==> src/rtl/seq_pattern_tx_if.sv <==
// rtl/seq_pattern_tx_if.sv - request and serial-output bundle for seq_pattern_tx
interface seq_pattern_tx_if #(
  parameter int PAT_W = 8,
  parameter int LEN_W = $clog2(PAT_W) + 1,
  parameter int REP_W = 4
) ();
  logic             start;
  logic             abort;
  logic [PAT_W-1:0] pattern;
  logic [LEN_W-1:0] pat_len;
  logic [REP_W-1:0] rep;
  logic             D_out;
  logic             D_valid;
  logic             busy;
  logic             done;

  modport master (
    output start, abort, pattern, pat_len, rep,
    input  D_out, D_valid, busy, done
  );

  modport slave (
    input  start, abort, pattern, pat_len, rep,
    output D_out, D_valid, busy, done
  );
endinterface

==> src/rtl/seq_pattern_tx.sv <==
// rtl/seq_pattern_tx.sv - MSB-first serial pattern transmitter with frame repeat
// Defining SEQ_TX_PARITY_EN appends an even-parity bit after every frame.
module seq_pattern_tx #(
  parameter int   PAT_W    = 8,
  parameter int   LEN_W    = $clog2(PAT_W) + 1,
  parameter int   REP_W    = 4,
  parameter logic IDLE_LVL = 1'b0
) (
  input logic             clk,
  input logic             rst,
  seq_pattern_tx_if.slave bus
);

`ifdef SEQ_TX_PARITY_EN
  typedef enum logic [1:0] {S_IDLE, S_SHIFT, S_PAR} state_t;
`else
  typedef enum logic [0:0] {S_IDLE, S_SHIFT} state_t;
`endif

  localparam logic [LEN_W-1:0] LEN_ONE = LEN_W'(1);
  localparam logic [LEN_W-1:0] LEN_MAX = LEN_W'(PAT_W);
  localparam logic [PAT_W-1:0] PAT_ONE = PAT_W'(1);

  state_t           state;
  logic [PAT_W-1:0] pat_q;
  logic [LEN_W-1:0] len_m1;
  logic [LEN_W-1:0] idx;
  logic [REP_W-1:0] frame_cnt;
  logic             d_out_q;
  logic             d_valid_q;
  logic             busy_q;
  logic             done_q;
`ifdef SEQ_TX_PARITY_EN
  logic             par_q;
`endif

  logic [LEN_W-1:0] eff_len_m1;
  logic             start_bit;
  logic             next_bit;
  logic             first_bit;
  logic             frame_end;

  // Out-of-range lengths (0 or above PAT_W) fall back to the full pattern width.
  always_comb begin
    eff_len_m1 = bus.pat_len - LEN_ONE;
    if (bus.pat_len == '0 || bus.pat_len > LEN_MAX) begin
      eff_len_m1 = LEN_MAX - LEN_ONE;
    end
    start_bit = |(bus.pattern & (PAT_ONE << eff_len_m1));
    next_bit  = |(pat_q & (PAT_ONE << (idx - LEN_ONE)));
    first_bit = |(pat_q & (PAT_ONE << len_m1));
`ifdef SEQ_TX_PARITY_EN
    frame_end = (state == S_PAR);
`else
    frame_end = (state == S_SHIFT) && (idx == '0);
`endif
  end

  always_ff @(posedge clk) begin
    if (rst) begin
      state     <= S_IDLE;
      pat_q     <= '0;
      len_m1    <= '0;
      idx       <= '0;
      frame_cnt <= '0;
      d_out_q   <= IDLE_LVL;
      d_valid_q <= 1'b0;
      busy_q    <= 1'b0;
      done_q    <= 1'b0;
`ifdef SEQ_TX_PARITY_EN
      par_q     <= 1'b0;
`endif
    end else begin
      done_q <= 1'b0;
      if (state != S_IDLE && bus.abort) begin
        state     <= S_IDLE;
        d_out_q   <= IDLE_LVL;
        d_valid_q <= 1'b0;
        busy_q    <= 1'b0;
      end else if (state == S_IDLE) begin
        // The first bit is registered on the accepting edge so it appears one cycle later.
        if (bus.start && !bus.abort) begin
          state     <= S_SHIFT;
          pat_q     <= bus.pattern;
          len_m1    <= eff_len_m1;
          idx       <= eff_len_m1;
          frame_cnt <= bus.rep;
          d_out_q   <= start_bit;
          d_valid_q <= 1'b1;
          busy_q    <= 1'b1;
`ifdef SEQ_TX_PARITY_EN
          par_q     <= start_bit;
`endif
        end
      end else if (frame_end) begin
        if (frame_cnt != '0) begin
          state     <= S_SHIFT;
          frame_cnt <= frame_cnt - 1'b1;
          idx       <= len_m1;
          d_out_q   <= first_bit;
`ifdef SEQ_TX_PARITY_EN
          par_q     <= first_bit;
`endif
        end else begin
          state     <= S_IDLE;
          d_out_q   <= IDLE_LVL;
          d_valid_q <= 1'b0;
          busy_q    <= 1'b0;
          done_q    <= 1'b1;
        end
      end else if (idx != '0) begin
        idx     <= idx - LEN_ONE;
        d_out_q <= next_bit;
`ifdef SEQ_TX_PARITY_EN
        par_q   <= par_q ^ next_bit;
      end else begin
        // par_q already covers every frame bit, including the one on the line now.
        state   <= S_PAR;
        d_out_q <= par_q;
`endif
      end
    end
  end

  assign bus.D_out   = d_out_q;
  assign bus.D_valid = d_valid_q;
  assign bus.busy    = busy_q;
  assign bus.done    = done_q;

endmodule

==> src/flat_wrapper.sv <==
// flat-port wrapper written by rule: the top's interface ports become plain ports
module seq_pattern_tx_flat 
#(
  parameter int   PAT_W    = 8,
  parameter int   LEN_W    = $clog2(PAT_W) + 1,
  parameter int   REP_W    = 4,
  parameter logic IDLE_LVL = 1'b0
)
  (clk, rst, bus_start, bus_abort, bus_pattern, bus_pat_len, bus_rep, bus_D_out, bus_D_valid, bus_busy, bus_done);
  seq_pattern_tx_if #(.PAT_W(PAT_W), .LEN_W(LEN_W), .REP_W(REP_W)) bus_i ();
  input logic clk;
  input logic rst;
  input wire logic [$bits(bus_i.start)-1:0] bus_start;
  input wire logic [$bits(bus_i.abort)-1:0] bus_abort;
  input wire logic [$bits(bus_i.pattern)-1:0] bus_pattern;
  input wire logic [$bits(bus_i.pat_len)-1:0] bus_pat_len;
  input wire logic [$bits(bus_i.rep)-1:0] bus_rep;
  output wire logic [$bits(bus_i.D_out)-1:0] bus_D_out;
  output wire logic [$bits(bus_i.D_valid)-1:0] bus_D_valid;
  output wire logic [$bits(bus_i.busy)-1:0] bus_busy;
  output wire logic [$bits(bus_i.done)-1:0] bus_done;
  assign bus_i.start = bus_start;
  assign bus_i.abort = bus_abort;
  assign bus_i.pattern = bus_pattern;
  assign bus_i.pat_len = bus_pat_len;
  assign bus_i.rep = bus_rep;
  assign bus_D_out = bus_i.D_out;
  assign bus_D_valid = bus_i.D_valid;
  assign bus_busy = bus_i.busy;
  assign bus_done = bus_i.done;
  seq_pattern_tx #(.PAT_W(PAT_W), .LEN_W(LEN_W), .REP_W(REP_W), .IDLE_LVL(IDLE_LVL)) u_core (.clk(clk), .rst(rst), .bus(bus_i));
endmodule
==> config.mk <==
export PLATFORM = sky130hd
export DESIGN_NAME = seq_pattern_tx_flat
export DESIGN_NICKNAME = d
export VERILOG_FILES = /design/src/rtl/seq_pattern_tx_if.sv /design/src/rtl/seq_pattern_tx.sv /design/src/flat_wrapper.sv
export SDC_FILE = /design/constraint.sdc
export NUM_CORES = 1
export LEC_CHECK = 0
export CORE_MARGIN = 1
export CORE_UTILIZATION = 57
export DETAILED_ROUTE_END_ITERATION = 8
export PLACE_DENSITY = 0.9
export SLEW_MARGIN = 15
export SYNTH_ARGS = -nofsm -noshare
export SYNTH_HDL_FRONTEND = slang
export SYNTH_SLANG_ARGS = --single-unit
==> constraint.sdc <==
create_clock -name clk -period 3.9 [get_ports clk]
set_input_delay 0.39 -clock clk [delete_from_list [all_inputs] [get_ports clk]]
set_output_delay 0.39 -clock clk [all_outputs]
set_load 0.05 [all_outputs]
==> results.py <==
metrics = {
    "global_route": {
        "grt_usage_pct": 25.7,
        "grt_max_degree": 27,
        "grt_pass1_wl_um": 5400,
        "grt_pass1_vias": 1255,
        "antenna_found_initial": 0,
        "grt-ovfl-total": 0,
    },
    "outcome": {
        "status": "completed",
    },
    "routing": {
        "drtAntennaViolNets": 0,
        "first_pass_iters": 4,
        "drc": 0,
        "drt-initial-drc-count": 40,
        "routed_wirelength_um": 3340,
        "wl_per_cell_um": 14.2,
        "num_vias": 1385,
        "vias_per_cell": 5.89,
    },
    "clock_network": {
        "clkTransAtPathRegs_ps": 130,
        "cts_tree": "yes",
        "postCtsSetupBuffers": 0,
        "cts_buffer_depth": 2,
        "clock_sinks": 24,
        "h-tree-depth": 1,
        "post_cts_resized": 0,
        "cts_made_buffers": 3,
        "ctsHoldBuffers": 0,
        "cts_root_buf": "clkbuf_4",
        "clock_latency_ps": 310,
    },
    "pwr": {
        "seq_power_share_pct": 49.4,
        "finalPower_mw": 0.566,
        "power_frac_clock_pct": 23.2,
        "p_sw_mw": 0.174,
        "switching_share_pct": 30.8,
        "p_leak_nw": 0.655,
        "combPwrFrac_pct": 27.4,
        "power.density_nw_per_um2": 319,
        "intPower_mw": 0.391,
        "vdd_drop_max_v": 0.000211,
    },
    "synth": {
        "seq_area_frac_synth_pct": 31.7,
        "synth-edff-count": 0,
        "ys_types": 47,
        "ys_async_sr_fraction_pct": 0,
        "synthCells": 188,
        "synth-main-ff-cell": "dfxtp_1",
        "synth_nets": 215,
        "syn-cell-area_um2": 1520,
        "ys_warn_count": 0,
        "syn_area_per_cell_um2": 8.07,
        "ys_seq_elements": 24,
    },
    "floorplan": {
        "die_area_um2": 2870,
        "ios": 24,
        "core_um2": 2500,
        "die_w_um": 53.6,
        "die_h_um": 53.6,
        "initial_core_util_pct": 60.7,
        "rows": 18,
    },
    "place": {
        "place.gp.congestion": 0.864,
        "place_inst": 231,
        "io_buffers": 23,
        "hpwl_um": 2520,
    },
    "job": {
        "cap_viol_max_count": 0,
    },
    "sta": {
        "max-slew-margin-rel_pct": 35.8,
        "worst_pin_slew_ps": 960,
        "fmax_mhz": 443,
        "fin_setup_tns_ps": 0,
        "min_period_over_period_pct": 57.8,
        "finalSetupViolations": 0,
        "rsz0062_at_grt": "false",
        "post-route-min-period_ps": 2260,
        "skew_ps": 2.49,
        "hold_viol": 0,
        "drv_slew": 0,
    },
    "cells_and_area": {
        "fin_cells": 235,
        "fin_util_pct": 71.0,
        "fin_nets": 233,
        "drive_gt1_share_pct": 5.37,
        "syn_to_final_growth_pct": 17.0,
        "diodes": 0,
    },
    "setup_path": {
        "required_ps": 4150,
        "start_kind": "register",
        "r2r_slack_ps": 1640,
        "cp.arrival_ps": 2510,
        "path_class": "reg2reg",
        "cp_max_fo": 8,
        "crit_path_end_kind": "register",
    },
    "hold_path": {
        "holdCritPathClass": "reg2reg",
    },
}
==> worst max-delay path, stage by stage, from the launching register on <==
cell,delay [ps]
dfxtp_1,400
inv_1,130
ha_1,240
nor3b_4,390
a31oi_1,160
or2_1,350
or3_1,370
a21oi_1,150
==> registers in the layout (all words and copies together), names as in the netlist <==
name                cells
u_core.pat_q            8
u_core.frame_cnt        4
u_core.idx              4
u_core.len_m1           4
u_core.bus.D_out        1
u_core.bus.D_valid      1
u_core.bus.done         1
u_core.state            1
==> stage by stage <==
step,cell area (µm²),worst slack (ps),hold slack [ps]
detailed placement,1740,1380,450
global placement,1740,1550,445
CTS,1780,1640,468
global route,1780,1490,501
floorplan,1520,1960,436
finish,1780,1640,473
==> power groups by stage <==
| stage | Combinational, mW | Clock (mW) | Sequential (mW) |
|---|---|---|---|
| 6_report | 0.155 | 0.131 | 0.279 |
| 5_1_grt | 0.170 | 0.143 | 0.282 |
| 4_1_cts | 0.154 | 0.133 | 0.279 |
| 3_5_place_dp | 0.153 | 0 | 0.285 |
| 3_3_place_gp | 0.148 | 0 | 0.283 |
| 2_1_floorplan | 0.106 | 0 | 0.283 |
==> worst paths after layout <==
kind	start	endpoint	cells after the start
setup / recovery	u_core.idx[0]	u_core.frame_cnt[0]	7
hold reg to reg	u_core.len_m1[3]	u_core.len_m1[3]	2
setup reg to reg	u_core.idx[0]	u_core.frame_cnt[0]	7
hold / removal	u_core.len_m1[3]	u_core.len_m1[3]	2
==> kinds of logic (layout without fill, tap and decap cells) <==
family          Yosys count  after routing  synth area share (%)
buf+inv                  23             40                  6.51
xor+xnor                  2              2                  1.15
simple gates             72             72                  23.7
fa+ha+maj                 7              7                  5.77
compound gates           48             48                  21.6
mux                      12             12                  9.65
flops                    24             24                  31.7
==> synthesized netlist by cell type, drive strengths merged, types with 2 or more instances <==
cell | number | area share, %
ha | 7 | 5.8
or3 | 2 | 0.82
a211oi | 8 | 4.0
inv | 12 | 3.0
o21a | 2 | 0.99
or2 | 2 | 0.82
a22oi | 2 | 0.99
nor3 | 5 | 1.6
a21oi | 16 | 5.3
o21ai | 3 | 0.99
buf | 5 | 2.1
nand2 | 25 | 6.2
a221o | 2 | 1.3
a31oi | 2 | 0.82
o211ai | 3 | 1.5
nand3 | 2 | 0.66
nand4 | 2 | 0.82
nor4 | 2 | 0.82
dfxtp | 24 | 32
nand2b | 3 | 1.2
nor3b | 2 | 1.7
nor2b | 5 | 2.1
a22o | 3 | 1.7
nor2 | 17 | 4.2
mux2i | 9 | 5.9
clkbuf | 6 | 1.5
mux4 | 2 | 3.0
==> cell type report <==
cell class                 instances  area, µm²
clock buffer                       4       36.3
fill                             199        724
inverter                          12       45.0
multi-input combinational        141        938
sequential                        24        480
tap                               30       37.5
timing repair buffer              24        238
==> routing by layer <==
metal / wire, µm / share of wire, % / GRT usage [%]
met1: 1560 / 47 / 33.9
met2: 1630 / 49 / 42.7
met3: 120 / 3.6 / 4.24
met4: 23 / 0.69 / 7.89
met5: 0 / 0 / 0
==> layout by cell type (no fill, tap or decap), types with 3 or more instances in the layout <==
cell type        synthesis  final
a211oi_1                 8      8
a21oi_1                 16     16
a22o_1                   3      3
clkbuf_4                 0      3
clkdlybuf4s50_1          0     23
dfxtp_1                 24     24
ha_1                     7      7
inv_1                   12     12
mux2i_1                  9      9
nand2_1                 25     25
nand2b_1                 3      3
nor2_1                  17     17
nor2b_1                  5      5
nor3_1                   5      5
o211ai_1                 3      3
o21ai_0                  3      3
Note: power is estimated with default switching activity, not from simulation.
==> RTL edit 1, RTL diff (same settings) <==
Make the reset (`rst`) asynchronous in one clocked block.
--- a/src/rtl/seq_pattern_tx.sv
+++ b/src/rtl/seq_pattern_tx.sv
@@ -57,5 +57,5 @@
   end
 
-  always_ff @(posedge clk) begin
+  always_ff @(posedge clk or posedge rst) begin
     if (rst) begin
       state     <= S_IDLE;
Function: differs if rst is asserted again (counterexample within 4 cycles, from zero or initial values and one cycle with rst high); with rst held inactive, the same outputs for 10 cycles.
==> RTL edit 1 against the original RTL <==
- sequential cell count stayed put
- area after synthesis increased by 5.9%
- setup slack worse by 0.0032 ns
- routed wire length grew 16%
- cell area grew 5.4%
- critical path type unchanged
Power is not compared: it rests on default switching activity, and its combinational part moved more than twofold at a synthesized area within 25%.
==> RTL edit 1: results (changes against the original RTL) <==
[synthesis]
synth.area.top_cells=dfrtp_1 37%, nand2_1 7.9%, ha_1 5.4%
ys_top_cells_by_count=34 x nand2_1, 24 x dfrtp_1, 17 x o21ai_0, 15 x inv_1, 12 x nor2_1
syn-num-nets=220  ; +2.3%
ys_seq_area_share_pct=37.4  ; +5.7 points
async_reset_ff_share_pct=100  ; +100 points
ys_types=43  ; -8.5%
synth-edff-count=0  ; unchanged

[drt]
drtIter0Drc=36  ; -10%
wl_per_cell_um=16.0  ; +13%
detail_route.first_pass.iterations=4  ; unchanged
vias_per_cell=6.16  ; +4.5%

[cts]
cts_max_level=1  ; unchanged
clk_latency_ns=0.33  ; +0.02 ns
cts_root_buf=clkbuf_4
clk_pin_slew_ns=0.14

[global_routing]
first_global_vias=1355  ; +8.0%
grt_usage_pct=29.0  ; +3.3 points
grt_antenna_before_repair=0  ; unchanged
grt_pass1_wl_um=6130  ; +14%
grt_max_degree=25  ; -7.4%

[min_path]
hp-start=u_core.pat_q[3]
holdPathEnd=u_core.pat_q[3]

[run_status]
outcome=finished clean

[sta]
skew_ns=0.00137  ; -0.00112 ns
holdWs_ns=0.537  ; +0.0645 ns
max-slew-margin-rel_pct=37.0  ; +1.3 points

[worst_setup_path]
reg2reg_slack_ns=1.64  ; about the same
cp_slowest_cell=dfrtp_1
r2r_start=u_core.idx[0]
worstPathArrival_ns=2.45  ; -0.06 ns
critPathTopFamily=simple AND/OR/NAND/NOR gates
worstReg2RegEnd=u_core.idx[0]
critPathMaxFanout=7  ; -1
critPathMaxStageDelay_ns=0.47  ; +0.07 ns

[finish]
antenna_cells=0  ; unchanged
drive_gt1_share_pct=4.74  ; -0.63 points
largest-register=u_core.pat_q
final_nets=239  ; +2.6%
fill_cells=216  ; +8.5%

[placed_design]
dp_hpwl_um=2890  ; +15%
gp_congestion=0.909  ; +5.2%
place_area_um2=1830  ; +5.5%

## RTL edit 1: cell count changes in the layout (fill, tap and decap cells not counted), sizes merged, moves of 3 or more
cell    before  now
dfrtp        0   24
dfxtp       24    0
o21ai        3   19
nand2       25   34
a21oi       16    8
a211oi       8    1
nor2        17   12
a31oi        2    6
inv         12   16
mux2i        9    5
xnor2        1    4
## RTL edit 1: through the flow
stage / power (mW) / std cells / setup WS [ns] / utilization (%)
final: 0.830 / 241 / 1.64 / 72.9
after global routing: 0.880 / 241 / 1.49 / 72.9
after CTS: 0.828 / 241 / 1.67 / 72.9
after detailed placement: 0.688 / 237 / 1.48 / 71.4
after global placement: 0.673 / 237 / 1.59 / 71.4
after floorplan: 0.591 / 193 / 2.15 / -
## RTL edit 1: tightest hold or removal path, cell delays in order, from the launching register on
cell	delay, ns
dfrtp_1	0.39
nand2_1	0.06
o21ai_0	0.07
## RTL edit 1: final cells by class
cell class / count / area share, %
Tap cell: 30 / 2.01
Clock buffer: 4 / 1.94
Multi-Input combinational cell: 144 / 48.4
Timing Repair Buffer: 23 / 12.3
Inverter: 16 / 3.21
Sequential cell: 24 / 32.1
## RTL edit 1: worst max path at each step
stage	start	to	slack [ns]	cells after the start
after floorplan	bus_pat_len[0]	u_core.bus.D_out	2.15	8
after global placement	bus_pat_len[0]	u_core.bus.D_out	1.59	8
after detailed placement	bus_pat_len[0]	u_core.bus.D_out	1.48	8
after CTS	u_core.idx[0]	u_core.idx[0]	1.67	7
after global routing	u_core.idx[0]	u_core.idx[0]	1.49	7
final	u_core.idx[0]	u_core.idx[0]	1.64	7
## RTL edit 1: cells by family (layout without fill, tap and decap cells)
family | after synthesis | count (layout) | share of synthesized area [%]
multiplexers | 7 | 7 | 5.91
flip-flops | 24 | 24 | 37.4
buffers and inverters | 25 | 43 | 6.30
XOR/XNOR | 4 | 4 | 2.18
AND/OR/NAND/NOR | 75 | 75 | 22.9
AO/OA/AOI/OAI | 51 | 51 | 19.9
adder cells (fa/ha/maj) | 7 | 7 | 5.45
## RTL edit 1: layer usage
layer / GRT usage [%] / wire length, µm / vias to the layer above
met2: 48.0 / 1930 / 52
met3: 5.19 / 182 / 7
li1: - / - / 708
met4: 11.7 / 70 / 0
met1: 37.2 / 1680 / 717
met5: 0 / 0 / -
## RTL edit 1: power by group
| group | internal [mW] | leakage (nW) | switching, mW |
|---|---|---|---|
| Combinational | 0.148 | 0.511 | 0.179 |
| Sequential | 0.299 | 0.294 | 0.0643 |
| Clock | 0.0573 | 0.0210 | 0.0815 |
| Total | 0.505 | 0.826 | 0.325 |
==> RTL edit 2, RTL diff (same settings) <==
Without the edit above. `PAT_W` is set to 8 in 3 places; all go to 16.
--- a/src/rtl/seq_pattern_tx_if.sv
+++ b/src/rtl/seq_pattern_tx_if.sv
@@ -1,5 +1,5 @@
 // rtl/seq_pattern_tx_if.sv - request and serial-output bundle for seq_pattern_tx
 interface seq_pattern_tx_if #(
-  parameter int PAT_W = 8,
+  parameter int PAT_W = 16,
   parameter int LEN_W = $clog2(PAT_W) + 1,
   parameter int REP_W = 4
--- a/src/rtl/seq_pattern_tx.sv
+++ b/src/rtl/seq_pattern_tx.sv
@@ -2,5 +2,5 @@
 // Defining SEQ_TX_PARITY_EN appends an even-parity bit after every frame.
 module seq_pattern_tx #(
-  parameter int   PAT_W    = 8,
+  parameter int   PAT_W    = 16,
   parameter int   LEN_W    = $clog2(PAT_W) + 1,
   parameter int   REP_W    = 4,
--- a/src/flat_wrapper.sv
+++ b/src/flat_wrapper.sv
@@ -2,5 +2,5 @@
 module seq_pattern_tx_flat 
 #(
-  parameter int   PAT_W    = 8,
+  parameter int   PAT_W    = 16,
   parameter int   LEN_W    = $clog2(PAT_W) + 1,
   parameter int   REP_W    = 4,
Ports: changed (resized bus_pat_len and bus_pattern); port bits go from 24 to 33. The function was not compared with the original's and may differ.
==> RTL edit 2 against the original RTL <==
- maximum frequency fell by 12%
- setup slack got worse by 0.31 ns
- cell area rose by 50%
- routed wire length rose by 68%
- via count rose by 58%
- total power rose by 80%
- first-iteration DRC count rose to 6.6 times the old value
- sequential cell count rose by 10
- clock skew rose by 0.0046 ns
- worst hold slack improved by 0.0028 ns
- area after synthesis rose by 45%
- largest power group unchanged
- critical endpoint is now u_core.bus.D_out
- critical path type is now input port to register
==> RTL edit 2: results (changes against the original RTL) <==
[power]
total_leakage_power_nw=0.981  ; +50%
ir_drop_uv=270  ; +28%

[placed_design]
dp_hpwl_um=4120  ; +63%
preCtsSetupSlack_ns=1.06  ; -0.318 ns
placed_cells=349  ; +51%
io_buffers=32  ; +39%
gp_congestion=0.884  ; +2.3%

[cts]
clk_latency_ns=0.30
cts_max_level=2  ; +1
clk_pin_slew_ns=0.06  ; -0.07 ns
numCtsBuffers=5  ; +2
cts_resized=0  ; unchanged
post_cts_buffers=0  ; unchanged
cts_root_buf=clkbuf_8

[synthesis]
ys_types=56  ; +19%
ys_top_cells_by_count=53 x nand2_1, 34 x dfxtp_1, 28 x a21oi_1, 22 x nor2_1
synth_fa_ha_area_share_pct=4.55  ; -1.2 points
avgSynthCellArea_um2=7.75  ; -4.0%
ys_seq_area_share_pct=30.9  ; -0.75 points
synth_compound_area_share_pct=25.1  ; +3.5 points
synth_xor_area_share_pct=2.33  ; +1.2 points
async_reset_ff_share_pct=0  ; unchanged
synthMuxAreaShare_pct=5.63  ; -4.0 points
synth.area.top_cells=dfxtp_1 31%, nand2_1 9.0%, a21oi_1 6.4%
syn-num-nets=321  ; +49%
synth_warnings=0  ; unchanged

[global_routing]
first_global_vias=1979  ; +58%
grt_pass1_wl_um=9270  ; +72%
grt_max_degree=34  ; +26%
grt_usage_pct=29.6  ; +3.9 points

[min_path]
hold_path.class=register to register
hp-start=u_core.pat_q[11]

[worst_setup_path]
r2r_start=u_core.idx[0]
reg2reg_slack_ns=1.36  ; -0.28 ns
critPathMaxStageDelay_ns=0.51  ; +0.11 ns
worstReg2RegEnd=u_core.bus.D_out
critPathMaxFanout=6  ; -2
worstPathArrival_ns=2.73  ; +0.22 ns
reg2regPathDepth=8  ; +1
cp_slowest_cell=clkdlybuf4s50_1
cp-startpoint=bus_pat_len[0]
cp-end-kind=register

[run_status]
outcome=finished clean

[drt]
wl_per_cell_um=15.7  ; +10%
vias=2184  ; +58%
drtIter0Drc=262  ; +560%
detail_route.first_pass.iterations=5  ; +1
vias_per_cell=6.12  ; +3.8%

[finish]
reg_top3=u_core.pat_q: 16 flops, u_core.idx: 5 flops, u_core.len_m1: 5 flops
drive_gt1_share_pct=8.09  ; +2.7 points

[sta]
worst_pin_slew_ns=0.799  ; -0.161 ns
fmax_ghz=0.390  ; -12%
skew_ns=0.00709  ; +0.00460 ns

[RTL edit 2: worst min path at each step]
stage,to,slack (ns),depth (start not counted)
4_1_cts,u_core.pat_q[11],0.47,2
5_1_grt,u_core.pat_q[6],0.50,2
2_1_floorplan,u_core.pat_q[7],0.45,2
3_5_place_dp,u_core.pat_q[11],0.46,2
6_report,u_core.pat_q[11],0.48,2
3_3_place_gp,u_core.pat_q[11],0.46,2
[RTL edit 2: metal layers]
layer,vias up,part of all wire [%],GRT usage (%)
met1,1016,44,38.3
met5,-,0,0
met3,9,6.3,6.43
met4,0,1.8,11.7
met2,92,48,47.7
li1,1067,-,-
[RTL edit 2: cell families after synthesis]
group / count (synthesis)
buffers and inverters: 27
muxes: 12
DFF: 34
and+or+nand+nor: 114
adders and majority gates: 8
xor gates and xnor gates: 5
AOI/OAI and AO/OA: 84
[RTL edit 2: area by class of cell]
type | count | area (µm²)
flip-flops and latches | 34 | 681
inverters | 10 | 37.5
multi-input cells | 223 | 1410
clock inverters | 3 | 68.8
repair buffers | 34 | 335
clock buffers | 5 | 68.8
well taps | 48 | 60.1
fillers | 302 | 1030
[RTL edit 2: metrics by stage]
step           hold slack, ns  util [%]  total power, mW  instance area (µm²)
2_1_floorplan           0.445         -            0.552                 2200
3_3_place_gp            0.462      68.3            0.620                 2520
3_5_place_dp            0.464      68.3            0.626                 2520
4_1_cts                 0.475      72.0             1.01                 2660
5_1_grt                 0.496      72.0             1.06                 2660
6_report                0.475      72.0             1.02                 2660
[RTL edit 2: power by group]
part           internal (mW)  switching [mW]  total [mW]
clock                  0.256           0.136       0.392
combinational          0.102           0.127       0.229
sequential             0.367          0.0283       0.395
total                  0.725           0.292        1.02
[RTL edit 2: critical path, delay by kind of cell]
| family | cells | cell delay (ns) |
|---|---|---|
| buf+inv | 2 | 0.73 |
| fa+ha+maj | 1 | 0.28 |
| compound gates | 4 | 0.85 |
| xor+xnor | 1 | 0.22 |
| simple gates | 1 | 0.28 |
